**config.mk**
```make
export PLATFORM = sky130hd
export DESIGN_NAME = mesh_term_src_fifo
export DESIGN_NICKNAME = d
export VERILOG_FILES = /design/src/rtl/mesh_term_src_fifo.sv
export SDC_FILE = /design/constraint.sdc
export NUM_CORES = 1
export LEC_CHECK = 0
export ABC_AREA = 1
export CAP_MARGIN = 20
export CORE_MARGIN = 5
export CORE_UTILIZATION = 55
export DETAILED_ROUTE_END_ITERATION = 6
export PLACE_DENSITY = 0.89
export SYNTH_ARGS = -nofsm -noshare
export SYNTH_HDL_FRONTEND = slang
export SYNTH_SLANG_ARGS = --single-unit
```
**constraint.sdc**
```tcl
create_clock -name clk -period 3.6 [get_ports clk]
set_input_delay 0.54 -clock clk [delete_from_list [all_inputs] [get_ports clk]]
set_output_delay 0.54 -clock clk [all_outputs]
set_load 0.02 [all_outputs]
```
**src/rtl/mesh_term_src_fifo.sv**
```systemverilog
`default_nettype none
// ============================================================================
// Module   : mesh_term_src_fifo
// Brief    : Per-terminal ingress buffer feeding one 4x4 mesh terminal.
//            First-word-fall-through FIFO that drops packets with an illegal
//            destination, keeps sticky overflow/underflow flags and keeps
//            saturating drop counters.
// Revision : 1.0 - initial release
// ============================================================================
module mesh_term_src_fifo #(
    parameter int          PCKG_SZ    = 40,
    parameter int          FIFO_DEPTH = 4,
    parameter logic [7:0]  BROADCAST  = 8'hFF
) (
    input  logic                            clk,
    input  logic                            reset,
    input  logic                            push,
    input  logic [PCKG_SZ-1:0]              din,
    output logic                            full,
    output logic [$clog2(FIFO_DEPTH):0]     count,
    output logic                            pndng_i_in,
    output logic [PCKG_SZ-1:0]              data_out_i_in,
    input  logic                            popin,
    output logic                            overflow,
    output logic                            underflow,
    output logic [15:0]                     drop_cnt,
    output logic [15:0]                     bad_dst_cnt
);

    localparam int                c_AW    = $clog2(FIFO_DEPTH);
    localparam int                c_CW    = c_AW + 1;
    localparam logic [c_CW-1:0]   c_DEPTH = c_CW'(FIFO_DEPTH);
    localparam logic [15:0]       c_SAT   = 16'hFFFF;

    logic [PCKG_SZ-1:0] r_mem [FIFO_DEPTH];
    logic [c_AW-1:0]    r_rd_ptr;
    logic [c_AW-1:0]    r_wr_ptr;
    logic [c_CW-1:0]    r_count;
    logic [PCKG_SZ-1:0] r_hold;
    logic               r_overflow;
    logic               r_underflow;
    logic [15:0]        r_drop_cnt;
    logic [15:0]        r_bad_dst_cnt;

    logic [7:0]         w_dst;
    logic [3:0]         w_row;
    logic [3:0]         w_col;
    logic               w_legal;
    logic               w_empty;
    logic               w_full;
    logic               w_rd;
    logic               w_wr;
    logic               w_drop_full;
    logic               w_drop_bad;

    // Destination id lives in the top byte: {row, col}.
    assign w_dst   = din[PCKG_SZ-1 -: 8];
    assign w_row   = w_dst[7:4];
    assign w_col   = w_dst[3:0];
    assign w_legal = (w_dst == BROADCAST) ||
                     ((w_row >= 4'd1) && (w_row <= 4'd4) &&
                      (w_col >= 4'd1) && (w_col <= 4'd4));

    assign w_empty = (r_count == '0);
    assign w_full  = (r_count == c_DEPTH);

    // A pop only counts when there is something to pop; a pop that frees a
    // slot in a full FIFO lets a same-cycle push through.
    assign w_rd        = popin & ~w_empty;
    assign w_wr        = push & w_legal & (~w_full | w_rd);
    assign w_drop_bad  = push & ~w_legal;
    assign w_drop_full = push & w_legal & w_full & ~w_rd;

    // Storage array; contents need no reset because count gates visibility.
    always_ff @(posedge clk) begin
        if (!reset && w_wr) begin
            r_mem[r_wr_ptr] <= din;
        end
    end

    // Pointers and occupancy; pointers wrap naturally at the power-of-two depth.
    always_ff @(posedge clk) begin
        if (reset) begin
            r_rd_ptr <= '0;
            r_wr_ptr <= '0;
            r_count  <= '0;
        end else begin
            if (w_wr) begin
                r_wr_ptr <= r_wr_ptr + 1'b1;
            end
            if (w_rd) begin
                r_rd_ptr <= r_rd_ptr + 1'b1;
            end
            case ({w_wr, w_rd})
                2'b10:   r_count <= r_count + 1'b1;
                2'b01:   r_count <= r_count - 1'b1;
                default: r_count <= r_count;
            endcase
        end
    end

    // Remember the last presented head so the output holds while empty.
    always_ff @(posedge clk) begin
        if (reset) begin
            r_hold <= '0;
        end else if (!w_empty) begin
            r_hold <= r_mem[r_rd_ptr];
        end
    end

    // Sticky error flags and saturating drop counters.
    always_ff @(posedge clk) begin
        if (reset) begin
            r_overflow    <= 1'b0;
            r_underflow   <= 1'b0;
            r_drop_cnt    <= '0;
            r_bad_dst_cnt <= '0;
        end else begin
            if (w_drop_full) begin
                r_overflow <= 1'b1;
                if (r_drop_cnt != c_SAT) begin
                    r_drop_cnt <= r_drop_cnt + 16'd1;
                end
            end
            if (popin && w_empty) begin
                r_underflow <= 1'b1;
            end
            if (w_drop_bad && (r_bad_dst_cnt != c_SAT)) begin
                r_bad_dst_cnt <= r_bad_dst_cnt + 16'd1;
            end
        end
    end

    assign full          = w_full;
    assign count         = r_count;
    assign pndng_i_in    = ~w_empty;
    assign data_out_i_in = w_empty ? r_hold : r_mem[r_rd_ptr];
    assign overflow      = r_overflow;
    assign underflow     = r_underflow;
    assign drop_cnt      = r_drop_cnt;
    assign bad_dst_cnt   = r_bad_dst_cnt;

endmodule
`default_nettype wire

```
# [Word-level counts from Yosys, hierarchy flattened]
# Memories as Yosys holds them, arrays and structs flattened. A register that Yosys moved wholly into a read port is not among the register bits.
# Index checks and enable logic that the tools add are counted.
[op_classes] n_reduce_logical=11 bitwise_logic=11 muxes=6 add_sub_neg=6 eq_ne=6 magnitude_cmp=4
[op_table] cell="$mux W40" n=1
[op_table] cell="$add A16 B1 Y16 const B" n=2
[op_table] cell="$ne A16 B16 Y1 const B" n=2
[op_table] cell="$eq A8 B8 Y1 const B" n=1
[op_table] cell="$ge A4 B1 Y1 const B" n=2
[op_table] cell="$le A4 B3 Y1 const B" n=2
[op_table] cell="$and A1 B1 Y1" n=6
[op_table] cell="$logic_and A1 B1 Y1" n=6
[op_table] cell="$pmux W3 S2" n=1
[op_table] cell="$add A2 B1 Y2 const B" n=2
[op_table] cell="$mux W2" n=2
[op_table] cell="$not A1 Y1" n=4
[op_table] cell="$add A3 B1 Y3 const B" n=1
[op_table] cell="$eq A3 B3 Y1 const B" n=1
[op_table] cell="$logic_not A3 Y1" n=1
[op_table] cell="$sub A3 B1 Y3 const B" n=1
[op_table] cell="$eq A2 B1 Y1 const B" n=1
[op_table] cell="$eq A2 B2 Y1 const B" n=1
[op_table] cell="$mux W1" n=2
[op_table] cell="$reduce_and A2 Y1" n=1
[op_table] cell="$reduce_bool A2 Y1" n=1
[op_table] cell="$logic_not A1 Y1" n=1
[op_table] cell="$logic_or A1 B1 Y1" n=1
[op_table] cell="$or A1 B1 Y1" n=1
[totals] inputBits=44 memories=1 elab_cells=53 ramBits=160 reg_bits=81 out_inout_bits=79
[memory_table] memory="r_mem" words=4 word_bits=40 read_ports=1 rd_ports_with_merged_regs=1 wr=1 line_no="35" rtl="logic [PCKG_SZ-1:0] r_mem [FIFO_DEPTH];"

# [Depth between registers and ports, before layout]
[depth] depth_word=10 ltp_mapped=15 ltp_nobuf=15

# [Least setup slack after synthesis]
# No wires, ideal clock.
[synth_timing] path_type="in2reg" startpoint="input din[35]" endpoint="memory r_mem[0][0], enable pin" n_path_buf=0 required_ns=3.162 path_stages=6 slack_ns=0.278 arrival_time_ns=2.884 setup_time_ns=0.438 cell_sequence="or2_0 -> nor2_1 -> nand3_1 -> nand2_2 -> nand4_1 -> nor2_1"
[synth_via] elab_chain_len=9 elab_cells_between_ends=11 classes_between="order compare (2); eq/ne (1); mux (2); bitwise (2); reduce/logical (4)"
[synth_rtl] element="start, declared" line_no="18" rtl="input logic [PCKG_SZ-1:0] din,"
[synth_rtl] element="$ge A4 B1 Y1" line_no="62" rtl="(w_col >= 4'd1) && (w_col <= 4'd4));"
[synth_rtl] element="$logic_and A1 B1 Y1" line_no="61" rtl="((w_row >= 4'd1) && (w_row <= 4'd4) &&"
[synth_rtl] element="$logic_and A1 B1 Y1" line_no="62"
[synth_rtl] element="$logic_or A1 B1 Y1 (*)" line_no="60" rtl="assign w_legal = (w_dst == BROADCAST) ||"
[synth_rtl] element="$and A1 B1 Y1 (*) (2 in a row)" line_no="70" rtl="assign w_wr = push & w_legal & (~w_full | w_rd);"
[synth_rtl] element="$logic_and A1 B1 Y1 (*)" line_no="76" rtl="if (!reset && w_wr) begin"
[synth_rtl] element="$mux W1 (*)" line_no="76"
[synth_rtl] element="$mux W1 (not written as such) (*)" line_no="77" rtl="r_mem[r_wr_ptr] <= din;"
[synth_rtl] element="end, declared" line_no="35"
# Every way passes the cells marked *; elsewhere a longest branch is shown, timed or not.

==> flow_summary_export.csv <==
group,metric,value,unit
drt,dr_wl_met2,11.39,mm
timing,setup_viol,0,
timing,tightestPinTransition,755.7,ps
clocking,clock_tree.root_cell,"clkbuf_16",
yosys,yosysTopAreaCell,"edfxtp_1",
yosys,synthMostInstantiatedCell,"nand2_1",
final_layout,utilization,69.96,%
floorplanning,coreArea,0.01742,mm²
yosys,ys_async_sr_fraction,0,%
worst_setup_path,crit_fanout,25,
drt,dr.pass1.iters,5,
drt,top_layer,"met4",
final_layout,diodes,0,
status,outcome,"finished, final reports clean",
power_and_ir_drop,power_density,618.6,mW/mm²
floorplanning,die_w,143.6,µm
yosys,synthesis.area,0.009814,mm²
clocking,path_clk_slew,60,ps
yosys,ys_ff_latch,243,
job,drv_cap,0,
clocking,htreeDepth,1,
yosys,syn_area_per_cell,10.31,µm²
clocking,clockBufferDepth,3,
worst_setup_path,ff2ff_path_depth,10,
global_routing,grt_pass1_wl,35.57,mm
worst_setup_path,r2r_slack,1220,ps
min_path,hold_path.class,"reg2reg",
timing,hold_viol,0,
floorplanning,initial_core_util,56.35,%
drt,wirelength,22.14,mm
global_routing,antenna_found_initial,0,
global_routing,grt_pass1_vias,7230,
timing,rsz0062_at_grt,"no",
yosys,postSynthCellCount,952,
placed_design,dpl-instance-area,0.01131,mm²
worst_setup_path,r2r-end,"count[1]",
worst_setup_path,path_depth,7,
timing,fin_worst_skew,13.82,ps
drt,drc,0,
drt,num_vias,7393,
timing,post-route-period-util,91.49,%
worst_setup_path,path_delay_family,"buffers and inverters",
drt,m1WireLength,8.825,mm
clocking,cts_hold_buf,0,
floorplanning,core.rowCount,48,
timing,fin_crit,3294,ps
timing,slew_violations,0,
worst_setup_path,crit_type,"reg2out",
timing,slew-limit-headroom,49.57,%
yosys,yosysTopAreaCellShare,48.95,%
power_and_ir_drop,peakVddDrop,0.0004896,V
clocking,clock-sinks,243,
final_layout,areaGrowthSynthToFinish,24.15,%
worst_setup_path,crit_path_frequent_cell,"nand2_1",
placed_design,pre_cts_ws,542.5,ps
yosys,synth_common_cells,"nand2_1 (196), nor2_1 (161), edfxtp_1 (160)",
final_layout,nFillCells,1197,
clocking,cts_buffers,25,
floorplanning,io_pins,123,
yosys,syn_nets,1003,
yosys,synth.area.top_cells,"edfxtp_1 (49%), dfxtp_1 (17%), nand2_1 (7.5%), nor2_1 (6.2%), a21oi_1 (3.8%)",
placed_design,io_buffers,122,
worst_setup_path,cp-endpoint,"data_out_i_in[1]",
worst_setup_path,path_buf_inv,3,
clocking,insertion_delay,520,ps
yosys,ys_seq_area_share,65.88,%
final_layout,final_cell_area,0.01218,mm²
placed_design,gp_congestion,0.8449,
drt,wire_per_inst,16.85,µm
worst_setup_path,r2r_start,"count[0]",
worst_setup_path,critPathCaptureType,"primary output",
yosys,synth_edf_count,160,
worst_setup_path,cp_cell_sequence,"inv_2 > buf_4 > nor2_1 > o32ai_1 > nand2_1 > nand2_1 > clkdlybuf4s50_1",
drt,via_per_inst,5.626,
clocking,cts_tree,"built",
global_routing,grt.overflow.total,0,
power_and_ir_drop,p_leak,0.004389,µW
drt,drt_iter0_drc,677,
global_routing,grt_max_degree,81,
drt,antenna_left,0,
final_layout,num-nets-final,1121,
worst_setup_path,cp.required,3060,ps
yosys,ys.flop_type,"edfxtp_1",
placed_design,hpwl,13.70,mm
timing,max_freq,303.6,MHz
worst_setup_path,slowest_delay,600,ps
timing,fin_setup_tns,0,ps
worst_setup_path,crit_slowest_cell,"clkdlybuf4s50_1",
timing,fin_ws,306.4,ps
worst_setup_path,cp-start-kind,"register",
yosys,synth_cell_types,35,
final_layout,layout-drive-gt1-share,7.438,%
drt,dr_wl_met3,1.257,mm
global_routing,grt_usage,21.39,%
worst_setup_path,arrival,2750,ps
yosys,yosys_warnings,0,
floorplanning,fp.dieH,143.6,µm
floorplanning,die_area,0.02062,mm²
report_power, final:
group | total [µW] | internal, µW | switching [µW]
sequential | 3160 | 3100 | 57.8
clock | 2680 | 1650 | 1030
combinational | 1700 | 673 | 1020
total | 7540 | 5420 | 2120
state kept, by name (all words and copies together), names as in the netlist, named ones only:
| name | flops |
|---|---|
| bad_dst_cnt | 16 |
| count | 3 |
| drop_cnt | 16 |
| overflow | 1 |
| r_hold | 40 |
| r_mem | 160 |
| r_rd_ptr | 2 |
| r_wr_ptr | 2 |
| underflow | 1 |
cell type report:
class	instances	area (µm²)	share of cell area (%)
timing repair buffer	137	1379	11.32
tap	225	281.5	2.311
inverter	47	176.4	1.448
clock buffer	33	695.7	5.710
clock inverter	13	172.7	1.417
multi-input combinational	616	3008	24.69
sequential	243	6471	53.11
worst min path at each step:
stage           startpoint        end  slack, ps  depth (start not counted)
6_report         underflow  underflow        460                          2
4_1_cts          underflow  underflow        460                          2
2_1_floorplan  r_rd_ptr[1]   register        440                          2
5_1_grt          underflow  underflow        490                          2
3_5_place_dp     underflow  underflow        450                          2
3_3_place_gp     underflow  underflow        440                          2
repair_timing:
action,CTS,global route
setup endpoints to repair,0,1
setup buffers,0,0
gates resized for setup,0,1
worst register-to-register path, stage by stage, from the launching register on:
cell and delay (ps):
dfxtp_1 420, nor2_1 100, nand2_2 70, buf_4 440, nand2_1 200, inv_1 230
nand2_1 140, inv_1 90, fa_1 410, a21oi_1 120, nor2_1 50
metrics by stage:
stage | power [µW] | instances | hold slack (ps)
6_report | 7537 | 1314 | 457.0
5_1_grt | 7852 | 1314 | 489.9
4_1_cts | 7576 | 1314 | 460.4
3_5_place_dp | 4903 | 1268 | 451.0
3_3_place_gp | 4866 | 1268 | 440.2
2_1_floorplan | 4166 | 952 | 435.6
logic make-up (layout without fill, tap and decap cells):
family | after synthesis | count (layout) | synth area share, %
XOR/XNOR | 14 | 14 | 1.249
flip-flops | 243 | 243 | 65.88
adder cells (fa/ha/maj) | 7 | 7 | 0.9689
buffers and inverters | 93 | 230 | 3.799
AO/OA/AOI/OAI | 170 | 170 | 10.26
AND/OR/NAND/NOR | 425 | 425 | 17.84
layout by cell type, fill, tap and decap left out, types with 3 or more instances in the layout:
| cell type | Yosys | routed |
|---|---|---|
| a21oi_1 | 75 | 75 |
| buf_12 | 0 | 4 |
| buf_4 | 1 | 11 |
| bufinv_16 | 0 | 4 |
| clkbuf_1 | 39 | 4 |
| clkbuf_16 | 0 | 25 |
| clkbuf_8 | 0 | 4 |
| clkdlybuf4s50_1 | 0 | 121 |
| clkinv_2 | 0 | 5 |
| dfxtp_1 | 83 | 81 |
| edfxtp_1 | 160 | 160 |
| ha_1 | 6 | 6 |
| inv_1 | 44 | 43 |
| inv_2 | 3 | 3 |
| nand2_1 | 196 | 195 |
| nand2_2 | 4 | 5 |
| nand3_1 | 27 | 27 |
| nand4_1 | 12 | 12 |
| nor2_1 | 161 | 157 |
| nor2_2 | 4 | 4 |
| nor2_4 | 0 | 4 |
| nor3_1 | 11 | 11 |
| o21ai_0 | 51 | 51 |
| o32ai_1 | 40 | 40 |
| xnor2_1 | 8 | 8 |
| xor2_1 | 6 | 6 |
metal layers:
metal | track usage [%] | vias to the layer above
met2 | 38.10 | 279
met4 | 6.987 | 0
met1 | 27.12 | 3529
li1 | - | 3535
met5 | 0 | -
met3 | 2.895 | 50
Power figures use the tool's default switching activity.
